--- config.mk ---
export PLATFORM = sky130hd
export DESIGN_NAME = mem_unit
export DESIGN_NICKNAME = d
export VERILOG_FILES = /design/src/rtl/cpu_pkg.sv /design/src/rtl/ram_array.sv /design/src/rtl/mem_unit.sv
export SDC_FILE = /design/constraint.sdc
export NUM_CORES = 1
export LEC_CHECK = 0
export CORE_ASPECT_RATIO = 1.75
export CORE_UTILIZATION = 54
export DETAILED_ROUTE_END_ITERATION = 12
export PLACE_DENSITY = 0.72
export SYNTH_ARGS = -nofsm -noshare
export SYNTH_HDL_FRONTEND = slang
export SYNTH_HIERARCHICAL = 1
export SYNTH_SLANG_ARGS = --single-unit
--- constraint.sdc ---
create_clock -name clock -period 3.4 [get_ports clock]
set_input_delay 0.68 -clock clock [delete_from_list [all_inputs] [get_ports clock]]
set_output_delay 0.68 -clock clock [all_outputs]
set_load 0.03 [all_outputs]
--- src/rtl/cpu_pkg.sv ---
// Shared CPU definitions: datapath widths and the memory-unit state encoding.
// Imported by the memory unit and its storage array.
package cpu_pkg;

    localparam int WORD_W = 8;
    localparam int OP_W   = 3;
    localparam int A_W    = WORD_W - OP_W;

    typedef enum logic [1:0] {
        CLEAR,
        RUN,
        PROG
    } mem_state_t;

endpackage

--- src/rtl/ram_array.sv ---
// Word-wide storage with one synchronous write port and an asynchronous read port.
module ram_array
    import cpu_pkg::*;
#(
    parameter int WORD_W = cpu_pkg::WORD_W,
    parameter int A_W    = cpu_pkg::A_W
) (
    input  logic              clock,
    input  logic              we,
    input  logic [A_W-1:0]    waddr,
    input  logic [WORD_W-1:0] wdata,
    input  logic [A_W-1:0]    raddr,
    output logic [WORD_W-1:0] rdata
);

    logic [WORD_W-1:0] mem [2**A_W];

    always_ff @(posedge clock) begin
        if (we) begin
            mem[waddr] <= wdata;
        end
    end

    assign rdata = mem[raddr];

endmodule

--- src/rtl/mem_unit.sv ---
// Memory unit: MAR/MDR registers, a power-up clearing sweep, and a host
// programming port, all sharing the single write port of ram_array.
module mem_unit
    import cpu_pkg::*;
#(
    parameter int WORD_W = cpu_pkg::WORD_W,
    parameter int OP_W   = cpu_pkg::OP_W,
    parameter int A_W    = WORD_W - OP_W
) (
    input  logic              clock,
    input  logic              reset,
    input  logic [WORD_W-1:0] sysbus_in,
    input  logic              load_MAR,
    input  logic              load_MDR,
    input  logic              CS,
    input  logic              R_NW,
    input  logic              prog_en,
    input  logic              host_valid,
    input  logic [A_W-1:0]    host_addr,
    input  logic [WORD_W-1:0] host_data,
    output logic              host_ready,
    output logic              hold,
    output logic [WORD_W-1:0] mdr_q,
    output logic [A_W-1:0]    mar_q,
    output logic              err
);

    mem_state_t        state_q, state_d;
    logic [A_W-1:0]    clr_ptr_q, clr_ptr_d;
    logic [A_W-1:0]    mar_d;
    logic [WORD_W-1:0] mdr_d;
    logic              err_q, err_d;

    logic              cpu_read, cpu_write;
    logic              ram_we;
    logic [A_W-1:0]    ram_waddr;
    logic [WORD_W-1:0] ram_wdata, ram_rdata;

    always_ff @(posedge clock) begin
        if (reset) begin
            state_q   <= CLEAR;
            clr_ptr_q <= '0;
            mar_q     <= '0;
            mdr_q     <= '0;
            err_q     <= 1'b0;
        end else begin
            state_q   <= state_d;
            clr_ptr_q <= clr_ptr_d;
            mar_q     <= mar_d;
            mdr_q     <= mdr_d;
            err_q     <= err_d;
        end
    end

    // prog_en is only looked at once the clearing sweep has finished.
    always_comb begin
        state_d = state_q;
        case (state_q)
            CLEAR:   if (clr_ptr_q == {A_W{1'b1}}) state_d = RUN;
            RUN:     if (prog_en) state_d = PROG;
            PROG:    if (!prog_en) state_d = RUN;
            default: state_d = CLEAR;
        endcase
    end

    // Each state owns the write port exclusively; reset blocks any write at its edge.
    always_comb begin
        hold       = 1'b0;
        host_ready = 1'b0;
        ram_we     = 1'b0;
        ram_waddr  = mar_q;
        ram_wdata  = mdr_q;
        case (state_q)
            CLEAR: begin
                hold      = 1'b1;
                ram_we    = !reset;
                ram_waddr = clr_ptr_q;
                ram_wdata = '0;
            end
            PROG: begin
                hold       = 1'b1;
                host_ready = 1'b1;
                ram_we     = host_valid && !reset;
                ram_waddr  = host_addr;
                ram_wdata  = host_data;
            end
            RUN: begin
                ram_we = cpu_write && !reset;
            end
            default: begin
                hold = 1'b1;
            end
        endcase
    end

    // A CS access is dropped when load_MDR competes for the MDR or the sequencer is held.
    always_comb begin
        cpu_read  = (state_q == RUN) && CS && R_NW && !load_MDR;
        cpu_write = (state_q == RUN) && CS && !R_NW && !load_MDR;
        clr_ptr_d = (state_q == CLEAR) ? clr_ptr_q + 1'b1 : '0;
        mar_d     = load_MAR ? sysbus_in[A_W-1:0] : mar_q;
        if (load_MDR) begin
            mdr_d = sysbus_in;
        end else if (cpu_read) begin
            mdr_d = ram_rdata;
        end else begin
            mdr_d = mdr_q;
        end
        err_d = err_q | (CS & (hold | load_MDR));
    end

    assign err = err_q;

    ram_array #(
        .WORD_W(WORD_W),
        .A_W   (A_W)
    ) u_ram (
        .clock(clock),
        .we   (ram_we),
        .waddr(ram_waddr),
        .wdata(ram_wdata),
        .raddr(mar_q),
        .rdata(ram_rdata)
    );

endmodule

==> out/qor.txt, run 1 <==
outcome: complete, no violations
Core Area: 20300 µm²
initial antenna violation count: 0
crit path launch type: flip-flop
Worst Setup SP: state_q[0]
Die H: 192 µm
cells after synthesis: 552
hold-fix buffers at CTS: 0
mapped cell area: 11200 µm²
n_diodes: 0
Setup-failing EPs final: 0
crit-path leading delay family: simple AND/OR/NAND/NOR gates
Setup Skew: 0.0185 ns
total die area: 21300 µm²
total CTS buffers: 23
chip width: 111 µm
Sequential Power Share: 54.8%
mean post-synth cell area: 20.2 µm²
most frequent cell after synthesis: edfxtp_1
pwr/cell area: 539 nW/µm²
WL/cell: 26.0 µm
FF+latch area: 8110 µm²
combinational share of power: 9.3%
Crit Path Max Fanout: 8
DR vias: 5523
Yosys reg bits: 277
syn_nets: 589
Switching Share: 21.6%
Top-Level Pins: 45
worst min-delay path class: reg -> reg
Worst-path clk slew: 0.07 ns
fin crit period: 2.92 ns
remaining antenna violation count: 0
met2 Use GR: 40.4%
Synth top area share: 68.9%
maxcap violations: 0
final period utilization: 86.0%
Fillers: 1350
nets: 685
GRT Util Overall: 23.0%
Slew Limit Headroom: 34.4%
post_cts resized: 0
largest net degree at the start of global routing: 40
WS Path Type: reg -> reg
clock buffer depth: 3
layout cell share with drive strength beyond 1: 30.0%
router iterations before antenna repair: 4
setup tns final: 0 ns
max incr delay on CP: 0.54 ns
GR peak layer: met2
Least-Margin Pin Slew: 0.984 ns
Synth top cells by count: edfxtp_1, mux4_2, nor2_1, dfxtp_1, nand2_1
clock sink count: 277
aggregate routed wire length: 23.7 mm
synth-to-layout area growth: 15.8%
Port Buffer Count: 44
Util after Layout: 63.7%
H-tree level count: 1
ys async rst share: 0%
reg-to-reg critical path startpoint: state_q[0]
synth warn: 6
vias per std cell: 6.06
root buffer cell: clkbuf_16
part of the power in the clock network: 35.9%
met3 usage: 2.78%
drt drc: 0
crit path cell chain: inv_1 -> ha_1 -> nor2_1 -> nand2_1 -> nand2_1 -> or3b_2 -> nor2_1 -> buf_4
drt initial violations: 446
worst path required time: 3.63 ns
Pint: 5.46 mW
WP buf/inv: 2
Top FF cell, synth: edfxtp_1
area of the multi-input gates: 2900 µm²
Hold Crit Start: err
post-CTS setup buffer count: 0
sequential area share after synthesis: 72.7%
grt total ovfl: 0
met1 usage in global routing: 28.5%
Initial Util: 55.0%
crit path DAT: 3.16 ns
max-slew violations: 0
ranking of synthesized cells by area: edfxtp_1, mux4_2, dfxtp_1
site row count: 69
fmax: 342 MHz
Fin. Hold Viols: 0
Leakage Power: 4.16 nW
Crit. End Element: flip-flop
CP max-delay cell: or3b_2
Unique masters post-synth: 33
GP Congestion: 0.850
Net Switching: 1.51 mW
Post-synth EDFFs: 256
RSZ-0062 raised after global routing: false
Worst-Skew Late Latency: 0.51 ns
CTS tree: built
first-pass GRT wire length: 35.6 mm
Post-DP HPWL: 15.9 mm
Worst IR Drop VDD: 0.000397 V
number of global-route vias before repair: 5829
area leader, netlist: edfxtp_1
## layout make-up
cell class                 instances  share of cell area (%)
clock inverter                    15                   0.959
sequential                       277                    62.8
inverter                           7                   0.203
multi-input combinational        240                    22.4
timing repair buffer              99                    6.70
tap                              248                    2.40
clock buffer                      26                    4.54
## stage by stage
stage	hold WS [ns]	power, mW	instance area (µm²)	setup WS [ns]	instances
5_1_grt	0.501	7.18	12900	0.382	912
6_report	0.456	6.97	12900	0.476	912
2_1_floorplan	0.430	4.29	11200	0.487	552
4_1_cts	0.456	7.02	12900	0.506	912
3_5_place_dp	0.446	4.54	12200	0.276	871
3_3_place_gp	0.437	4.53	12200	0.348	871
## per-layer routing
metal  share of wire, %  up-vias  routed length [µm]
met5                  0        -                   0
met1                 37     2832                8770
li1                   -     2429                   -
met2                 53      204               12600
met4                4.6        0                1090
met3                5.3       58                1260
## flip-flops by register name, indices dropped and copies added, names as in the netlist
register and flops:
err 1, mdr_q 8, clr_ptr_q 5, mar_q 5
state_q 2, u_ram/mem 256
## cells in the final DEF, fill, tap and decap left out, types with 3 or more instances in the layout
master,n
inv_1,7
dfxtp_1,19
mux2_2,8
mux2i_1,15
clkbuf_1,3
clkdlybuf4s50_1,44
or3b_2,3
clkinv_2,4
a22oi_1,5
nand3b_1,5
nand2b_1,12
ha_1,8
a211oi_2,9
o21ai_2,8
nand2_1,20
clkbuf_16,23
mux4_2,80
nand3_1,3
nor2_1,51
clkinv_1,7
edfxtp_1,256
buf_4,54
## tightest hold or removal path, stage by stage (launching register included)
cell	delay [ns]
dfxtp_1	0.31
inv_1	0.05
a21oi_1	0.05
## worst paths after layout
path,to,cells after the start,slack (ns)
setup / recovery,u_ram/mem[16][3],8,0.48
hold / removal,err,2,0.46
setup reg to reg,u_ram/mem[16][3],8,0.48
hold reg to reg,err,2,0.46
## power by group through the flow
stage | combinational, mW | sequential, mW | clock, mW
finish | 0.651 | 3.82 | 2.50
global route | 0.688 | 3.82 | 2.67
CTS | 0.655 | 3.82 | 2.55
detailed placement | 0.650 | 3.89 | 0
global placement | 0.641 | 3.89 | 0
floorplan | 0.381 | 3.91 | 0
## cells by family (layout without fill, tap and decap cells)
family | count (synthesis) | in the layout | synth area share, %
AOI/OAI and AO/OA | 28 | 28 | 2.22
xor gates and xnor gates | 2 | 2 | 0.157
adders and majority gates | 8 | 8 | 0.897
buffers and inverters | 35 | 147 | 1.64
DFF | 277 | 277 | 72.7
muxes | 103 | 103 | 18.3
and+or+nand+nor | 99 | 99 | 4.11
(Power assumes the default switching activity.)
==> inputs of run 2 (changes only) <==
--- a/config.mk
+++ b/config.mk
@@ -5,6 +5,7 @@
 export SDC_FILE = /design/constraint.sdc
 export NUM_CORES = 1
 export LEC_CHECK = 0
+export ABC_AREA = 1
 export CORE_ASPECT_RATIO = 1.75
 export CORE_UTILIZATION = 54
 export DETAILED_ROUTE_END_ITERATION = 12
==> run 2 against run 1 <==
First-iteration DRC count grew 63%. Fmax grew 2.8%. Design area grew 3.4%. Non-clock buffer count shrank 3. Global-route usage grew 4.1 points. Clock-buffer cell count grew 5. Cell count grew 60%. Largest cell class unchanged. Largest power group unchanged. Highest routed layer unchanged.
==> out/qor.txt, run 2 <==
most frequent cell after synthesis: nand2_1
Switching Share: 29.4%
synth warn: 6
vias per std cell: 5.62
clock buffer depth: 3
r2r setup slk: 0.85 ns
mux cell area share after synthesis: 0%
site row count: 71
area leader, netlist: edfxtp_1
RSZ-0062 raised after global routing: false
Core Area: 21500 µm²
router iterations before antenna repair: 5
largest family of logic cells by synthesized area: simple AND/OR/NAND/NOR gates
setup tns final: 0 ns
Initial Util: 55.0%
grt total ovfl: 0
number of global-route vias before repair: 8175
r2r endpoint: u_ram/mem[6][3]
worst path required time: 2.72 ns
max-slew violations: 0
total CTS buffers: 24
Top FF cell, synth: edfxtp_1
remaining antenna violation count: 0
reg-to-reg critical path startpoint: state_q[0]
commonest non-fill, non-tap cell in the layout: nand2_1
Pint: 6.02 mW
Yosys reg bits: 277
area fraction in compound gates after synthesis: 1.90%
WL/cell: 19.8 µm
Synth top area share: 65.0%
GRT Util Overall: 27.2%
largest reg by FF count: u_ram/mem
clock sink count: 277
drt initial violations: 725
R2R depth: 8
post_cts resized: 0
Setup Skew: 0.00706 ns
hold-fix buffers at CTS: 0
final period utilization: 83.7%
Crit. End Element: output port
total die area: 22500 µm²
worst hold stages: 2
drt drc: 0
part of the power in the clock network: 29.8%
nets: 1188
Port Buffer Count: 44
ys async rst share: 0%
n_diodes: 0
CP max-delay cell: clkdlybuf4s50_1
Setup-failing EPs final: 0
hold slack: 0.455 ns
chip width: 114 µm
first-pass GRT wire length: 45.0 mm
crit path DAT: 2.16 ns
maxcap violations: 0
outcome: complete, no violations
largest net degree at the start of global routing: 128
DR vias: 8212
most frequent cells in the layout: nand2_1, edfxtp_1, nand3_1
fmax: 352 MHz
CTS tree: built
Top-Level Pins: 45
crit path launch type: flip-flop
Fillers: 1734
biggest regs: u_ram/mem x256, mdr_q x8
layout cell share with drive strength beyond 1: 8.81%
Die H: 198 µm
Crit Path Max Fanout: 15
Post-DP HPWL: 18.6 mm
worst min-delay path class: reg -> reg
met1 usage in global routing: 32.3%
post-CTS setup buffer count: 0
Leakage Power: 5.10 nW
Net Switching: 2.51 mW
cells after synthesis: 1086
max incr delay on CP: 0.70 ns
synth-to-layout area growth: 12.9%
Unique masters post-synth: 21
met3 usage: 2.66%
Sequential Power Share: 49.9%
WS Path Type: reg -> out
Synth top cells by count: nand2_1, edfxtp_1, nand3_1, nor2_1, buf_6
ranking of synthesized cells by area: edfxtp_1, nand2_1, nand3_1
GR peak layer: met2
combinational share of power: 20.3%
Slew Limit Headroom: 30.4%
Worst IR Drop VDD: 0.000590 V
Worst-Skew Late Latency: 0.52 ns
Fin. Hold Viols: 0
syn_nets: 1123
initial antenna violation count: 0
Worst-path clk slew: 0.06 ns
GP Congestion: 0.932
Post-Synth XOR/XNOR Area: 0%
share of synthesized cell area in full adder, half adder and majority cells: 0.846%
pwr/cell area: 638 nW/µm²
sequential area share after synthesis: 68.5%
Least-Margin Pin Slew: 1.04 ns
met2 Use GR: 47.2%
max FFs per register: 256
crit path cell chain: inv_1 -> ha_1 -> buf_4 -> clkdlybuf4s50_1
Hold Path Sink: err
post-synthesis simple-gate area fraction: 24.2%
Hold Crit Start: err
root buffer cell: clkbuf_16
mean post-synth cell area: 10.9 µm²
mapped cell area: 11800 µm²
aggregate routed wire length: 28.9 mm
Post-synth EDFFs: 256
H-tree level count: 1
Worst Setup SP: state_q[0]
fin crit period: 2.84 ns
[run 2: changes by cell type after synthesis, moves of 12 or more]
cell      delta
buf_2       +13
buf_6       +23
inv_1       +13
mux2i_1     -15
mux4_2      -80
nand2_1    +387
nand2b_1    -12
nand3_1    +204
nor2_1      +19
[run 2: layout make-up]
class	count	area, µm²	share of cell area, %
timing repair buffer	96	868	6.50
multi-input combinational	727	3180	23.8
sequential	277	8110	60.7
inverter	25	95.1	0.712
clock buffer	31	668	5.00
clock inverter	13	66.3	0.496
tap	292	365	2.73
[run 2: worst max-delay path by stage]
stage,endpoint,slack [ns],cells past startpoint
global placement,u_ram/mem[27][2],0.69,8
detailed placement,u_ram/mem[6][3],0.63,8
floorplan,u_ram/mem[0][0],1.01,9
global route,host_ready,0.49,4
CTS,host_ready,0.56,4
finish,host_ready,0.56,4
[run 2: cell families (layout without fill, tap and decap cells)]
family,after synthesis,in the layout
adders and majority gates,8,8
AOI/OAI and AO/OA,31,31
buffers and inverters,82,165
and+or+nand+nor,688,688
DFF,277,277
[run 2: metrics by stage]
step                      utilization [%]  power, mW  setup WS [ns]  instances  instance area, µm²
after global routing                 62.1       8.83          0.487       1461               13400
after CTS                            62.1       8.55          0.558       1461               13400
after global placement               58.7       6.01          0.688       1417               12600
after floorplan                         -       5.30           1.01       1086               11800
after detailed placement             58.7       6.05          0.628       1417               12600
final                                62.1       8.52          0.555       1461               13400
[run 2: power by group through the flow]
stage | Clock, mW | Sequential (mW) | Combinational, mW
floorplan | 0 | 4.33 | 0.970
global placement | 0 | 4.32 | 1.69
detailed placement | 0 | 4.32 | 1.72
CTS | 2.57 | 4.25 | 1.72
global route | 2.69 | 4.27 | 1.87
finish | 2.54 | 4.25 | 1.73
[run 2: critical path, delay by kind of cell (launching register included)]
| family | cells | cell delay [ns] |
|---|---|---|
| buffers and inverters | 3 | 1.05 |
| flip-flops | 1 | 0.35 |
| adder cells (fa/ha/maj) | 1 | 0.24 |
[run 2: routing by layer]
metal	vias up	routed length (µm)
li1	3847	-
met1	3836	10300
met2	417	14800
met3	112	2040
met4	0	1800
met5	-	0
